<file path="src/rtl/axist_patgen_multi.sv">
// rtl/axist_patgen_multi.sv - multi-mode AXI4-Stream pattern generator (INCR/DECR/WALK1/PRBS, burst or continuous)
module axist_patgen_multi #(
    parameter int DATA_WIDTH = 40,
    parameter int CNT_WIDTH  = 9,
    parameter logic [DATA_WIDTH-1:0] PRBS_POLY = 40'hA0_0014_0000
) (
    input  logic                  clk,
    input  logic                  rst_n,
    input  logic                  start_in,
    input  logic                  cont_en,
    input  logic [1:0]            mode_in,
    input  logic [DATA_WIDTH-1:0] seed_in,
    input  logic [7:0]            step_in,
    input  logic [CNT_WIDTH-1:0]  beat_cnt_in,
    input  logic                  tready_in,
    output logic                  tvalid_out,
    output logic [DATA_WIDTH-1:0] tdata_out,
    output logic                  tlast_out,
    output logic                  busy_out,
    output logic                  done_out,
    output logic [CNT_WIDTH-1:0]  sent_cnt_out
);

    localparam logic [1:0] S_IDLE = 2'd0;
    localparam logic [1:0] S_RUN  = 2'd1;
    localparam logic [1:0] S_DONE = 2'd2;

    localparam logic [1:0] M_INCR = 2'b00;
    localparam logic [1:0] M_DECR = 2'b01;
    localparam logic [1:0] M_WALK = 2'b10;

    logic [1:0]            state;
    logic [1:0]            mode_q;
    logic [7:0]            step_q;
    logic [CNT_WIDTH-1:0]  cnt_q;
    logic [CNT_WIDTH-1:0]  sent_q;
    logic [DATA_WIDTH-1:0] data_q;
    logic                  cont_q;
    logic                  stop_q;
    logic                  valid_q;
    logic                  last_q;
    logic                  busy_q;
    logic                  done_q;
    logic                  en_r1;
    logic                  en_r2;

    logic                  cont_rise;
    logic                  cont_fall;
    logic                  xfer;
    logic [DATA_WIDTH-1:0] seed_norm;
    logic [DATA_WIDTH-1:0] data_next;
    logic [CNT_WIDTH-1:0]  sent_inc;

    // Edges come from the registered copy so a continuous start lands two cycles after cont_en rises.
    assign cont_rise = en_r1 & ~en_r2;
    assign cont_fall = ~en_r1 & en_r2;
    assign xfer      = valid_q & tready_in;
    assign sent_inc  = sent_q + CNT_WIDTH'(1);

    always_comb begin
        seed_norm = seed_in;
        if (mode_in[1] && (seed_in == '0)) begin
            seed_norm = DATA_WIDTH'(1);
        end
    end

    always_comb begin
        data_next = data_q;
        case (mode_q)
            M_INCR:  data_next = data_q + DATA_WIDTH'(step_q);
            M_DECR:  data_next = data_q - DATA_WIDTH'(step_q);
            M_WALK:  data_next = {data_q[DATA_WIDTH-2:0], data_q[DATA_WIDTH-1]};
            default: data_next = {data_q[DATA_WIDTH-2:0], ^(data_q & PRBS_POLY)};
        endcase
    end

    always_ff @(posedge clk or negedge rst_n) begin
        if (!rst_n) begin
            state   <= S_IDLE;
            mode_q  <= 2'b00;
            step_q  <= 8'd0;
            cnt_q   <= '0;
            sent_q  <= '0;
            data_q  <= '0;
            cont_q  <= 1'b0;
            stop_q  <= 1'b0;
            valid_q <= 1'b0;
            last_q  <= 1'b0;
            busy_q  <= 1'b0;
            done_q  <= 1'b0;
            en_r1   <= 1'b0;
            en_r2   <= 1'b0;
        end else begin
            en_r1  <= cont_en;
            en_r2  <= en_r1;
            done_q <= 1'b0;
            case (state)
                S_IDLE: begin
                    if (cont_rise || start_in) begin
                        mode_q <= mode_in;
                        step_q <= step_in;
                        cnt_q  <= beat_cnt_in;
                        cont_q <= cont_rise;
                        stop_q <= 1'b0;
                        data_q <= seed_norm;
                        sent_q <= '0;
                        busy_q <= 1'b1;
                        if (!cont_rise && (beat_cnt_in == '0)) begin
                            state  <= S_DONE;
                            done_q <= 1'b1;
                        end else begin
                            state   <= S_RUN;
                            valid_q <= 1'b1;
                            last_q  <= !cont_rise && (beat_cnt_in == CNT_WIDTH'(1));
                        end
                    end
                end
                S_RUN: begin
                    if (xfer) begin
                        data_q <= data_next;
                        sent_q <= sent_inc;
                    end
                    if (cont_q) begin
                        if (cont_fall) begin
                            stop_q <= 1'b1;
                        end
                        // A pending beat is never withdrawn: stop only once it has been accepted.
                        if ((stop_q || cont_fall) && (!valid_q || xfer)) begin
                            state   <= S_DONE;
                            valid_q <= 1'b0;
                            last_q  <= 1'b0;
                            done_q  <= 1'b1;
                        end
                    end else if (xfer) begin
                        if (last_q) begin
                            state   <= S_DONE;
                            valid_q <= 1'b0;
                            last_q  <= 1'b0;
                            done_q  <= 1'b1;
                        end else begin
                            last_q <= (sent_inc == (cnt_q - CNT_WIDTH'(1)));
                        end
                    end
                end
                S_DONE: begin
                    state  <= S_IDLE;
                    busy_q <= 1'b0;
                end
                default: begin
                    state <= S_IDLE;
                end
            endcase
        end
    end

    assign tvalid_out   = valid_q;
    assign tdata_out    = data_q;
    assign tlast_out    = last_q;
    assign busy_out     = busy_q;
    assign done_out     = done_q;
    assign sent_cnt_out = sent_q;

endmodule
</file>
<file path="config.mk">
export PLATFORM = sky130hd
export DESIGN_NAME = axist_patgen_multi
export DESIGN_NICKNAME = d
export VERILOG_FILES = /design/src/rtl/axist_patgen_multi.sv
export SDC_FILE = /design/constraint.sdc
export NUM_CORES = 1
export LEC_CHECK = 0
export BUFFER_PORTS_ARGS = -buffer_cell sky130_fd_sc_hd__buf_2
export CAP_MARGIN = 30
export CELL_PAD_IN_SITES_DETAIL_PLACEMENT = 0
export CELL_PAD_IN_SITES_GLOBAL_PLACEMENT = 1
export CORE_MARGIN = 8
export CORE_UTILIZATION = 42
export DETAILED_ROUTE_END_ITERATION = 8
export PLACE_DENSITY_LB_ADDON = 0.1
export REMOVE_ABC_BUFFERS = 1
export SYNTH_ARGS = -nofsm -noshare
export SYNTH_HDL_FRONTEND = slang
export SYNTH_SLANG_ARGS = --single-unit
</file>
<file path="constraint.sdc">
create_clock -name clk -period 4.74 [get_ports clk]
set_input_delay 0 -clock clk [delete_from_list [all_inputs] [get_ports clk]]
set_output_delay 0 -clock clk [all_outputs]
set_load 0.02 [all_outputs]
</file>
==> impl_metrics.env <==
export IMPL_status="complete, no violations"
export IMPL_worst_pin_slew_ns=0.786
export IMPL_die_h_um=142
export IMPL_crit_type="reg2reg"
export IMPL_cp_start_kind="flip-flop"
export IMPL_regToRegSetupSlack_ns=0.61
export IMPL_path_max_fanout=7
export IMPL_holdCritPathClass="in2reg"
export IMPL_wl_um=24400
export IMPL_io_buffer_count=116
export IMPL_cts_sinks=78
export IMPL_final_area_um2=8150
export IMPL_syn_inst=845
export IMPL_drt_iter0_markers=429
export IMPL_cts_tree="built"
export IMPL_slew_violations=0
export IMPL_layout_commonest_cell="nand2_1"
export IMPL_yosysWarningCount=0
export IMPL_reg2reg_to="tdata_out[30]$_DFFE_PN0P_"
export IMPL_cts_inserted_buffers=9
export IMPL_postRouteAntennaNets=0
export IMPL_min_to="tdata_out[2]$_DFFE_PN0P_"
export IMPL_synth_edff_count=0
export IMPL_syn_avg_cell_area_um2=7.88
export IMPL_diodes=0
export IMPL_synth_distinct_cells=72
export IMPL_grt_pass1_vias=6636
export IMPL_clkTransAtPathRegs_ns=0.07
export IMPL_grt_overflow=0
export IMPL_relSlewSlack_pct=47.0
export IMPL_final_cell_mix="nand2_1, buf_2, o21ai_0, dfrtp_1, a21oi_1"
export IMPL_final_nets=1088
export IMPL_finalClockSkew_ns=0.00642
export IMPL_cp_required_ns=4.98
export IMPL_regToRegStartpoint="step_q[2]$_DFFE_PN0P_"
export IMPL_io_pins=117
export IMPL_synthAdderAreaFrac_pct=8.57
export IMPL_synth_compound_area_share_pct=26.1
export IMPL_yosys_area_share_simple_pct=23.6
export IMPL_muxShareOfSynthArea_pct=1.56
export IMPL_floorplan_initialDensity_pct=42.4
export IMPL_core_area_um2=15700
export IMPL_final_setup_tns_ns=0
export IMPL_grt_total_usage_pct=24.1
export IMPL_fmax_ghz=0.242
export IMPL_dp_hpwl_um=18000
export IMPL_reg2regPathDepth=14
export IMPL_min_from="seed_in[2]"
export IMPL_cts_root_buf="clkbuf_16"
export IMPL_route_detailed_drc=0
export IMPL_setup_slack_ns=0.615
export IMPL_setup_viol=0
export IMPL_placed_area_um2=7460
export IMPL_rows=46
export IMPL_drive_above_1_share_pct=17.5
export IMPL_ff_latch_area_um2=1950
export IMPL_grt_pass1_wl_um=37700
export IMPL_drv_cap=0
export IMPL_multiInputGateArea_um2=4490
export IMPL_fill_cells=1521
export IMPL_finish_utilization_pct=51.8
export IMPL_area_growth_pct=22.4
export IMPL_grt_setup_unrepaired="false"
export IMPL_cts_htree_levels=3
export IMPL_finalCriticalPeriod_ns=4.13
export IMPL_fin_crit_sh_pct=87.0
export IMPL_yosys_area_top_type_share_pct=29.3
export IMPL_worstHoldPathCells=3
export IMPL_post_place_ws_ns=0.693
export IMPL_async_flop_share_pct=100
export IMPL_end_kind="flip-flop"
export IMPL_grt_max_degree=58
export IMPL_clock_path_buffers=2
export IMPL_netlist_top_cells_area="dfrtp_1, ha_1, nand2_1"
export IMPL_die_w_um=142
export IMPL_cts_setup_buffers=0
export IMPL_yosysSeqAreaShare_pct=29.3
export IMPL_arrival_ns=4.37
export IMPL_wire_per_inst_um=20.3
export IMPL_synth_flop_cell="dfrtp_1"
export IMPL_vias_per_cell=5.79
export IMPL_gp_congestion=0.951
export IMPL_clock_latency_ns=0.35
export IMPL_routed_via_count=6943
export IMPL_dieArea_um2=20100
export IMPL_ys_ff_latch=78
export IMPL_synth_xor_area_share_pct=7.50
export IMPL_yosysTopAreaCell="dfrtp_1"
export IMPL_dr_pass1_iters=4
export IMPL_synth_top_family_by_area="compound AO/OA/AOI/OAI gates"
export IMPL_antenna_found_initial=0
export IMPL_hold_viol_final=0
export IMPL_netlist_area_um2=6660
[through the flow]
step | hold slack [ns] | std cells
2_1_floorplan | -0.296 | 803
3_3_place_gp | -0.0949 | 1148
3_5_place_dp | -0.0873 | 1148
4_1_cts | 0.00150 | 1200
5_1_grt | 0.0442 | 1200
6_report | 0.00556 | 1200
[worst max-delay path, cell delays in order, from the launching register on]
cell	delay, ns
dfrtp_1	0.44
nor3_1	0.33
nand2_1	0.12
nor3_1	0.46
a21o_1	0.34
ha_1	0.32
a21oi_1	0.15
o21ai_1	0.10
or3_4	0.35
a31oi_4	0.21
nor4_4	0.10
a211oi_4	0.33
o31ai_4	0.16
a2111o_1	0.42
and3_1	0.17
[state kept, by name (all words and copies together) (netlist names)]
name and cells:
en_r1 1, state 2, mode_q 2, sent_cnt_out 9, stop_q 1, busy_out 1, cont_q 1, done_out 1
tlast_out 1, tdata_out 40, tvalid_out 1, step_q 8, en_r2 1, cnt_q 9
[metal layers]
layer	GRT usage, %	up-vias	share of wire [%]
met4	9.04	0	2.5
met5	0	-	0
met3	3.13	34	5.4
met2	38.6	241	47
met1	32.6	3325	46
li1	-	3343	-
[how the worst max path moves through the flow]
stage / to / start
floorplan: tdata_out[30]$_DFFE_PN0P_ / mode_q[1]$_DFFE_PN0P_
global placement: tdata_out[37]$_DFFE_PN0P_ / step_q[2]$_DFFE_PN0P_
detailed placement: tdata_out[30]$_DFFE_PN0P_ / step_q[2]$_DFFE_PN0P_
CTS: tdata_out[30]$_DFFE_PN0P_ / step_q[2]$_DFFE_PN0P_
global route: tdata_out[39]$_DFFE_PN0P_ / step_q[2]$_DFFE_PN0P_
finish: tdata_out[30]$_DFFE_PN0P_ / step_q[2]$_DFFE_PN0P_
[area by class of cell]
type	instances	share of cell area, %
clock buffer	10	2.81
multi-input combinational	707	55.1
timing repair buffer	165	12.8
inverter	18	0.829
clock inverter	6	1.15
sequential	78	24.0
tap	216	3.32
[kinds of logic (layout without fill, tap and decap cells)]
family | count (synthesis) | count (layout)
xor+xnor | 57 | 57
mux | 10 | 10
simple gates | 332 | 332
flops | 78 | 78
compound gates | 263 | 263
buf+inv | 60 | 199
fa+ha+maj | 45 | 45
[cells in the mapped netlist (all sizes together), types with 2 or more instances]
cell / count
a2111o: 2
a211o: 4
a211oi: 6
a21boi: 2
a21o: 24
a21oi: 68
a221oi: 6
a22o: 2
a31oi: 10
a41oi: 2
and2: 4
and3: 17
buf: 4
clkbuf: 38
dfrtp: 78
ha: 44
inv: 18
mux2: 3
mux2i: 7
nand2: 136
nand2b: 5
nand3: 19
nand4: 12
nand4b: 2
nor2: 64
nor2b: 11
nor3: 17
nor4: 17
nor4b: 2
o211ai: 15
o21a: 4
o21ai: 83
o21bai: 5
o221ai: 11
o22ai: 2
o311ai: 2
o31a: 2
o31ai: 4
or2: 4
or3: 18
xnor2: 41
xor2: 16
[timing repair]
item / 4_1_cts / 5_1_grt
setup endpoints to repair: 0 / 0
hold endpoints to repair: 56 / 0
gates resized for setup: 0 / 0
hold buffers: 36 / 0
Power is left out: the tool's default activity adds up to more than one toggle a clock period on the data nets, which glitch-free logic cannot reach.
